--- src/rtl/pipeline_ctrl.sv ---
// Hazard/stall controller: load-use stall, branch flush, data-memory wait freeze with timeout halt, event counters.
// Latency: control outputs are combinational (same cycle); state, mem_err and counters update on the next rising edge.
// Backpressure: a pending data-memory access freezes every stage register until dmem_ready; timeout halts until reset.
module pipeline_ctrl #(
    parameter int TIMEOUT = 255,
    parameter int CNT_W   = 16
) (
    input  logic             clk,
    input  logic             rst_n,
    input  logic             memr_idex,
    input  logic [4:0]       rd_idex,
    input  logic [31:0]      ir_ifid,
    input  logic             br_taken_ex,
    input  logic             dmem_req,
    input  logic             dmem_ready,
    input  logic             cnt_clr,
    output logic             pc_we,
    output logic             ifid_we,
    output logic             idex_we,
    output logic             exmem_we,
    output logic             memwb_we,
    output logic             ifid_flush,
    output logic             idex_flush,
    output logic             mem_err,
    output logic [CNT_W-1:0] lu_cnt,
    output logic [CNT_W-1:0] mw_cnt,
    output logic [CNT_W-1:0] fl_cnt
);

    typedef enum logic [1:0] {
        RUN      = 2'd0,
        MEM_WAIT = 2'd1,
        HALT     = 2'd2
    } state_t;

    localparam logic [7:0] TIMEOUT_V = 8'(TIMEOUT);

    state_t     state, state_nxt;
    logic [7:0] wait_cnt, wait_nxt;
    logic       err_set;
    logic       is_lu, is_br, is_fz;

    logic [4:0] rs1, rs2;
    logic       lu_hit, frozen;
    logic       unused_ir;

    assign rs1       = ir_ifid[19:15];
    assign rs2       = ir_ifid[24:20];
    assign unused_ir = ^{ir_ifid[31:25], ir_ifid[14:0]};

    assign lu_hit = memr_idex && (rd_idex != 5'd0) && ((rd_idex == rs1) || (rd_idex == rs2));
    assign frozen = ((state == MEM_WAIT) && !dmem_ready) ||
                    ((state == RUN) && dmem_req && !dmem_ready);

    // Output priority: halt, freeze, branch flush, load-use, normal. Reset forces normal.
    always_comb begin
        pc_we      = 1'b1;
        ifid_we    = 1'b1;
        idex_we    = 1'b1;
        exmem_we   = 1'b1;
        memwb_we   = 1'b1;
        ifid_flush = 1'b0;
        idex_flush = 1'b0;
        is_lu      = 1'b0;
        is_br      = 1'b0;
        is_fz      = 1'b0;
        if (rst_n) begin
            if (state == HALT || frozen) begin
                pc_we    = 1'b0;
                ifid_we  = 1'b0;
                idex_we  = 1'b0;
                exmem_we = 1'b0;
                memwb_we = 1'b0;
                is_fz    = (state != HALT);
            end else if (br_taken_ex) begin
                ifid_flush = 1'b1;
                idex_flush = 1'b1;
                is_br      = 1'b1;
            end else if (lu_hit) begin
                pc_we      = 1'b0;
                ifid_we    = 1'b0;
                idex_flush = 1'b1;
                is_lu      = 1'b1;
            end
        end
    end

    always_comb begin
        state_nxt = state;
        wait_nxt  = wait_cnt;
        err_set   = 1'b0;
        case (state)
            RUN: begin
                if (dmem_req && !dmem_ready) begin
                    state_nxt = MEM_WAIT;
                    wait_nxt  = 8'd1;
                end
            end
            MEM_WAIT: begin
                if (dmem_ready) begin
                    state_nxt = RUN;
                end else if (wait_cnt == TIMEOUT_V) begin
                    state_nxt = HALT;
                    err_set   = 1'b1;
                end else begin
                    wait_nxt = wait_cnt + 8'd1;
                end
            end
            HALT:    state_nxt = HALT;
            default: state_nxt = RUN;
        endcase
    end

    always_ff @(posedge clk or negedge rst_n) begin
        if (!rst_n) begin
            state    <= RUN;
            wait_cnt <= 8'd0;
            mem_err  <= 1'b0;
        end else begin
            state    <= state_nxt;
            wait_cnt <= wait_nxt;
            if (err_set) mem_err <= 1'b1;
        end
    end

    // Saturating event counters; clear takes precedence over a same-cycle increment.
    always_ff @(posedge clk or negedge rst_n) begin
        if (!rst_n) begin
            lu_cnt <= '0;
            mw_cnt <= '0;
            fl_cnt <= '0;
        end else if (cnt_clr) begin
            lu_cnt <= '0;
            mw_cnt <= '0;
            fl_cnt <= '0;
        end else begin
            if (is_lu && lu_cnt != '1) lu_cnt <= lu_cnt + CNT_W'(1);
            if (is_fz && mw_cnt != '1) mw_cnt <= mw_cnt + CNT_W'(1);
            if (is_br && fl_cnt != '1) fl_cnt <= fl_cnt + CNT_W'(1);
        end
    end

endmodule

--- config.mk ---
export PLATFORM = sky130hd
export DESIGN_NAME = pipeline_ctrl
export DESIGN_NICKNAME = d
export VERILOG_FILES = /design/src/rtl/pipeline_ctrl.sv
export SDC_FILE = /design/constraint.sdc
export NUM_CORES = 1
export LEC_CHECK = 0
export CORE_UTILIZATION = 32
export DETAILED_ROUTE_END_ITERATION = 10
export GPL_TIMING_DRIVEN = 0
export SETUP_SLACK_MARGIN = 0.3
export SLEW_MARGIN = 25
export SYNTH_ARGS = -nofsm -noshare
export SYNTH_HDL_FRONTEND = slang
export SYNTH_SLANG_ARGS = --single-unit
--- constraint.sdc ---
create_clock -name clk -period 2.4 [get_ports clk]
set_input_delay 0.24 -clock clk [delete_from_list [all_inputs] [get_ports clk]]
set_output_delay 0.24 -clock clk [all_outputs]
set_load 0.005 [all_outputs]
After elaboration in Yosys (flattened, before gate mapping)
Cells that the tools add are included.
{"block": "totals", "word_cells": 79, "inputBits": 44, "output_inout_bits": 56, "regBits": 59}
{"block": "op_classes", "add_sub_neg": 4, "n_reduce_logical": 21, "eq_ne": 13, "muxes": 35}
{"op": "16-bit two-way mux", "count": 6}
{"op": "16-bit by 1-bit adder with 16-bit output (second input constant)", "count": 3}
{"op": "16-bit inequality test (second input constant)", "count": 3}
{"op": "8-bit two-way mux", "count": 3}
{"op": "1-bit two-way mux", "count": 21}
{"op": "8-bit one-hot mux with 2 select lines", "count": 1}
{"op": "5-bit == test", "count": 2}
{"op": "1-bit logical AND", "count": 9}
{"op": "8-bit by 1-bit adder with 8-bit output (second input constant)", "count": 1}
{"op": "8-bit == test (second input constant)", "count": 1}
{"op": "2-bit nonzero test", "count": 4}
{"op": "2-bit two-way mux", "count": 3}
{"op": "2-bit inequality test (second input constant)", "count": 3}
{"op": "2-bit one-hot mux with 3 select lines", "count": 1}
{"op": "5-bit nonzero test", "count": 1}
{"op": "4-bit AND reduction", "count": 1}
{"op": "1-bit logical OR", "count": 3}
{"op": "3-bit by 2-bit inequality test with 1-bit output (second input constant)", "count": 1}
{"op": "2-bit by 1-bit == test with 1-bit output (second input constant)", "count": 1}
{"op": "2-bit == test (second input constant)", "count": 1}
{"op": "2-bit logical NOT", "count": 1}
{"op": "2-bit by 1-bit inequality test with 1-bit output (second input constant)", "count": 1}
{"op": "2-bit AND reduction", "count": 1}
{"op": "1-bit logical NOT", "count": 1}

Longest topological paths before layout
{"block": "depth", "depth_word": 10, "depth_mapped": 8, "depth_no_buf": 6}

Least setup slack after synthesis
OpenSTA, ideal clock, no wires.
{"block": "synth_timing", "path_kind": "reg-to-reg", "startpoint": "register state[0]", "endpoint": "register fl_cnt[15]", "required_ns": 2.322, "path_buffers": 1, "stages_incl_launch_ff": 7, "t_arrival_ns": 1.876, "setup_ns": 0.078, "path_slack_ns": 0.446, "synth_period_minus_slack_ns": 1.954, "path_cell_list": "dfrtp_1 buf_6 nor2_4 o2111ai_4 or4_4 or4_1 a21oi_1"}
{"block": "synth_via", "elab_chain_cells": 9, "word_cells_on_any_way": 12, "classes_between": "2 x eq/ne; 2 x mux; 8 x reduce/logical"}
{"item": "start: declaration", "line": "38", "rtl": "state_t state, state_nxt;"}
{"item": "start signal: assignment", "line": "120", "rtl": "state <= state_nxt;"}
{"item": "2-bit logical NOT", "line": "53", "rtl": "((state == RUN) && dmem_req && !dmem_ready);"}
{"item": "1-bit logical AND (2 in a row)", "line": "53"}
{"item": "1-bit logical OR", "line": "52", "rtl": "assign frozen = ((state == MEM_WAIT) && !dmem_ready) ||"}
{"item": "1-bit logical OR *", "line": "68", "rtl": "if (state == HALT || frozen) begin"}
{"item": "1-bit two-way mux *", "line": "68"}
{"item": "1-bit two-way mux *", "line": "67", "rtl": "if (rst_n) begin"}
{"item": "1-bit logical AND *", "line": "139", "rtl": "if (is_br && fl_cnt != '1) fl_cnt <= fl_cnt + CNT_W'(1);"}
{"item": "2-bit nonzero test (no source line) *"}
{"item": "end signal: assignment", "line": "139"}
{"item": "end: declaration", "line": "27", "rtl": "output logic [CNT_W-1:0] fl_cnt"}
Every way passes the cells marked *; elsewhere a longest branch is shown, timed or not.
A chain may end at the register's enable or synchronous reset.

Final worst setup path
{"block": "layout_timing", "startpoint": "input port rd_idex[1]", "endpoint": "output port pc_we"}
{"block": "layout_via", "elab_chain_cells": 7, "word_cells_on_any_way": 10, "classes_between": "2 x eq/ne; 4 x mux; 4 x reduce/logical"}
{"item": "start: declaration", "line": "11", "rtl": "input logic [4:0] rd_idex,"}
{"item": "5-bit == test or 5-bit nonzero test (tied branches)", "line": "51", "rtl": "assign lu_hit = memr_idex && (rd_idex != 5'd0) && ((rd_idex == rs1) || (rd_idex == rs2));"}
{"item": "1-bit logical OR or 1-bit logical AND (tied branches)", "line": "51"}
{"item": "1-bit logical AND *", "line": "51"}
{"item": "1-bit two-way mux *", "line": "79", "rtl": "end else if (lu_hit) begin"}
{"item": "1-bit two-way mux *", "line": "75", "rtl": "end else if (br_taken_ex) begin"}
{"item": "1-bit two-way mux *", "line": "68"}
{"item": "1-bit two-way mux *", "line": "67"}
{"item": "end: declaration", "line": "17", "rtl": "output logic pc_we,"}
Marks and branches as above.

==> impl_metrics.yaml <==
cells_and_area:
  nets: 540
  diodes: 0
  nFillCells: 1020
  seq_area_sq_um: 1480
  multi_input_area_sq_um: 1950
  stdcell_area_sq_um: 4910
  drive_gt1_share_pct: 16.9
  fin_cells: 632
  area_growth_pct: 42.6
status:
  status: "complete, no violations"
timing:
  finalHoldViolations: 0
  skew_ps: 14.1
  rsz0062_at_grt: "true"
  worst_slew_pin_slew_ps: 711
  fin_tns_setup_ps: 0
  slew_headroom_pct: 52.4
  slew_viol_final: 0
  holdWs_ps: 1.02
  setup_violations: 0
  layout_min_cycle_time_ps: 2100
  max_freq_ghz: 0.477
  period_share_pct: 87.4
logic_synthesis:
  netlist_instances: 379
  yosys-top-cells-count: "dfrtp_1, nor2_1, nand2_1"
  synthDistinctLibCells: 47
  synthTopCellsByArea: "dfrtp_1, xnor2_1, nor2_1, xor2_1, a21oi_1"
  yosysSeqAreaShare_pct: 42.8
  syn_area_sq_um: 3450
  async_flop_share_pct: 100
  yosysTopAreaCellShare_pct: 42.8
  synthesis.nets: 427
  yosysMostFrequentCell: "dfrtp_1"
  syn_avg_cell_area_sq_um: 9.09
  synthFlopType: "dfrtp_1"
  synth_edf_count: 0
  synth-seq-cells: 59
  yosys.area.top_type: "dfrtp_1"
  ys_warn_count: 0
flow_run:
  max-cap-violations: 0
global_route:
  grt_pass1_vias: 3247
  antenna_found_initial: 0
  grt_max_degree: 45
  grt_overflow: 0
  grtUsageTotal_pct: 17.5
  grt_pass1_wl_um: 15700
critical_path:
  crit_fanout: 3
  worstRegToRegCells: 5
  startpoint_type: "input port"
  critPathKind: "input port to output port"
  r2r_slack_ps: 350
  worstSetupEndpointType: "output port"
  worstPathArrival_ps: 1860
  worstPathRequired_ps: 2160
  r2r_end: "fl_cnt[15]"
  crit-reg2reg-launch: "fl_cnt[3]"
die:
  fp.dieW_um: 106
  std_cell_rows: 37
  die_h_um: 106
  pin_count: 100
  start_util_pct: 33.2
  dieArea_sq_um: 11200
  fp.coreArea_sq_um: 10400
pwr:
  finalPower_mw: 2.12
  p_leak_nw: 1.91
  cellPowerDensity_nw_per_um2: 431
  worst_ir_drop_vdd_uv: 218
routing:
  wire_per_inst_um: 14.8
  vias_per_cell: 5.23
  dr.pass1.iters: 4
  vias: 3306
  drc: 0
  antenna_left: 0
  routed_wirelength_um: 9380
  drt_iter0_drc: 138
placed_design:
  globalplace.congestion: 0.837
  place_area_sq_um: 4410
  placed_cells: 593
  post-dp-hpwl_um: 6510
  portBuffers: 77
clocking:
  numCtsBuffers: 9
  max-clock-path-buffers: 2
  cts_root_buf: "clkbuf_8"
  tritoncts: "built"
  clk-insertion-delay-late_ps: 340
  clkSinkCount: 59
  clk_pin_slew_ps: 70
  htreeDepth: 3
hold_path:
  hp-class: "input port to async pin"
==> state kept, by name, indices dropped and copies added, names as in the netlist <==
| register | count |
|---|---|
| mw_cnt | 16 |
| lu_cnt | 16 |
| state | 2 |
| mem_err | 1 |
| wait_cnt | 8 |
| fl_cnt | 16 |
==> cell families (layout without fill, tap and decap cells) <==
kind of cell | after synthesis | in the layout | synth area share, %
multiplexers | 7 | 7 | 2.11
flip-flops | 59 | 59 | 42.8
AND/OR/NAND/NOR | 169 | 169 | 25.5
adder cells (fa/ha/maj) | 4 | 4 | 1.45
buffers and inverters | 27 | 144 | 3.56
XOR/XNOR | 37 | 37 | 9.40
AO/OA/AOI/OAI | 76 | 76 | 15.1
==> what timing repair did <==
item,CTS,global route
hold buffers,2,0
cloned,0,0
buffers inserted,12,10
resized for setup,56,21
endpoints found under the hold margin,15,0
pin swaps,13,7
setup endpoints to repair,16,23
==> cell type report <==
| class | count | share of cell area (%) |
|---|---|---|
| inverters | 11 | 0.841 |
| flip-flops and latches | 59 | 30.1 |
| repair buffers | 102 | 20.0 |
| clock inverters | 3 | 0.306 |
| plain buffers | 16 | 2.52 |
| well taps | 136 | 3.46 |
| multi-input cells | 293 | 39.8 |
| clock buffers | 12 | 2.95 |
==> stage by stage <==
| step | setup WS, ps | util (%) |
|---|---|---|
| floorplan | 446 | - |
| global placement | -2530 | 42.3 |
| detailed placement | -1040 | 42.5 |
| CTS | 182 | 46.1 |
| global route | 243 | 47.4 |
| finish | 302 | 47.4 |
==> cell usage in the layout, fill, tap and decap left out, types with 5 or more instances in the layout <==
cell type and count:
dfrtp_1 56, clkdlybuf4s50_1 53, nor2_1 44, buf_4 28
xnor2_1 24, nand2_1 22, nand3_1 22, a21oi_1 21
dlygate4sd2_1 18, nand4_1 15, clkbuf_8 13, xor2_1 13
inv_1 11, o21ai_0 10, o31ai_1 10, clkbuf_1 8
and3_1 8, or4_1 8, nor3_1 6, or3_1 6
nor3_2 5, mux2i_1 5, and4_1 5, nor4_1 5
==> worst max-delay path by stage <==
stage / start / endpoint
6_report: rd_idex[1] / pc_we
5_1_grt: rd_idex[2] / pc_we
4_1_cts: ir_ifid[19] / pc_we
3_5_place_dp: rd_idex[3] / pc_we
3_3_place_gp: rst_n / mw_cnt[13]
2_1_floorplan: state[0] / fl_cnt[15]
==> layer usage <==
| layer | up-vias | part of all wire (%) | GRT usage (%) | wire [um] |
|---|---|---|---|---|
| met5 | - | 0 | 0 | 0 |
| li1 | 1618 | - | - | - |
| met3 | 19 | 3.6 | 2.97 | 340 |
| met2 | 81 | 46 | 27.6 | 4360 |
| met1 | 1588 | 48 | 23.9 | 4520 |
| met4 | 0 | 1.7 | 6.75 | 159 |
==> power by group <==
| group | switching, mW | total (mW) | internal, mW |
|---|---|---|---|
| clock network | 0.382 | 0.774 | 0.392 |
| registers | 0.0303 | 1.05 | 1.02 |
| logic | 0.152 | 0.293 | 0.141 |
| total | 0.564 | 2.12 | 1.55 |
==> worst max-delay path, stage by stage <==
cell,delay (ps)
dlygate4sd2_1,280
or4_4,560
o21ai_2,250
nor3_4,70
o21ai_2,150
buf_4,120
clkdlybuf4s15_2,190
Note: power is estimated with default switching activity, not from simulation.
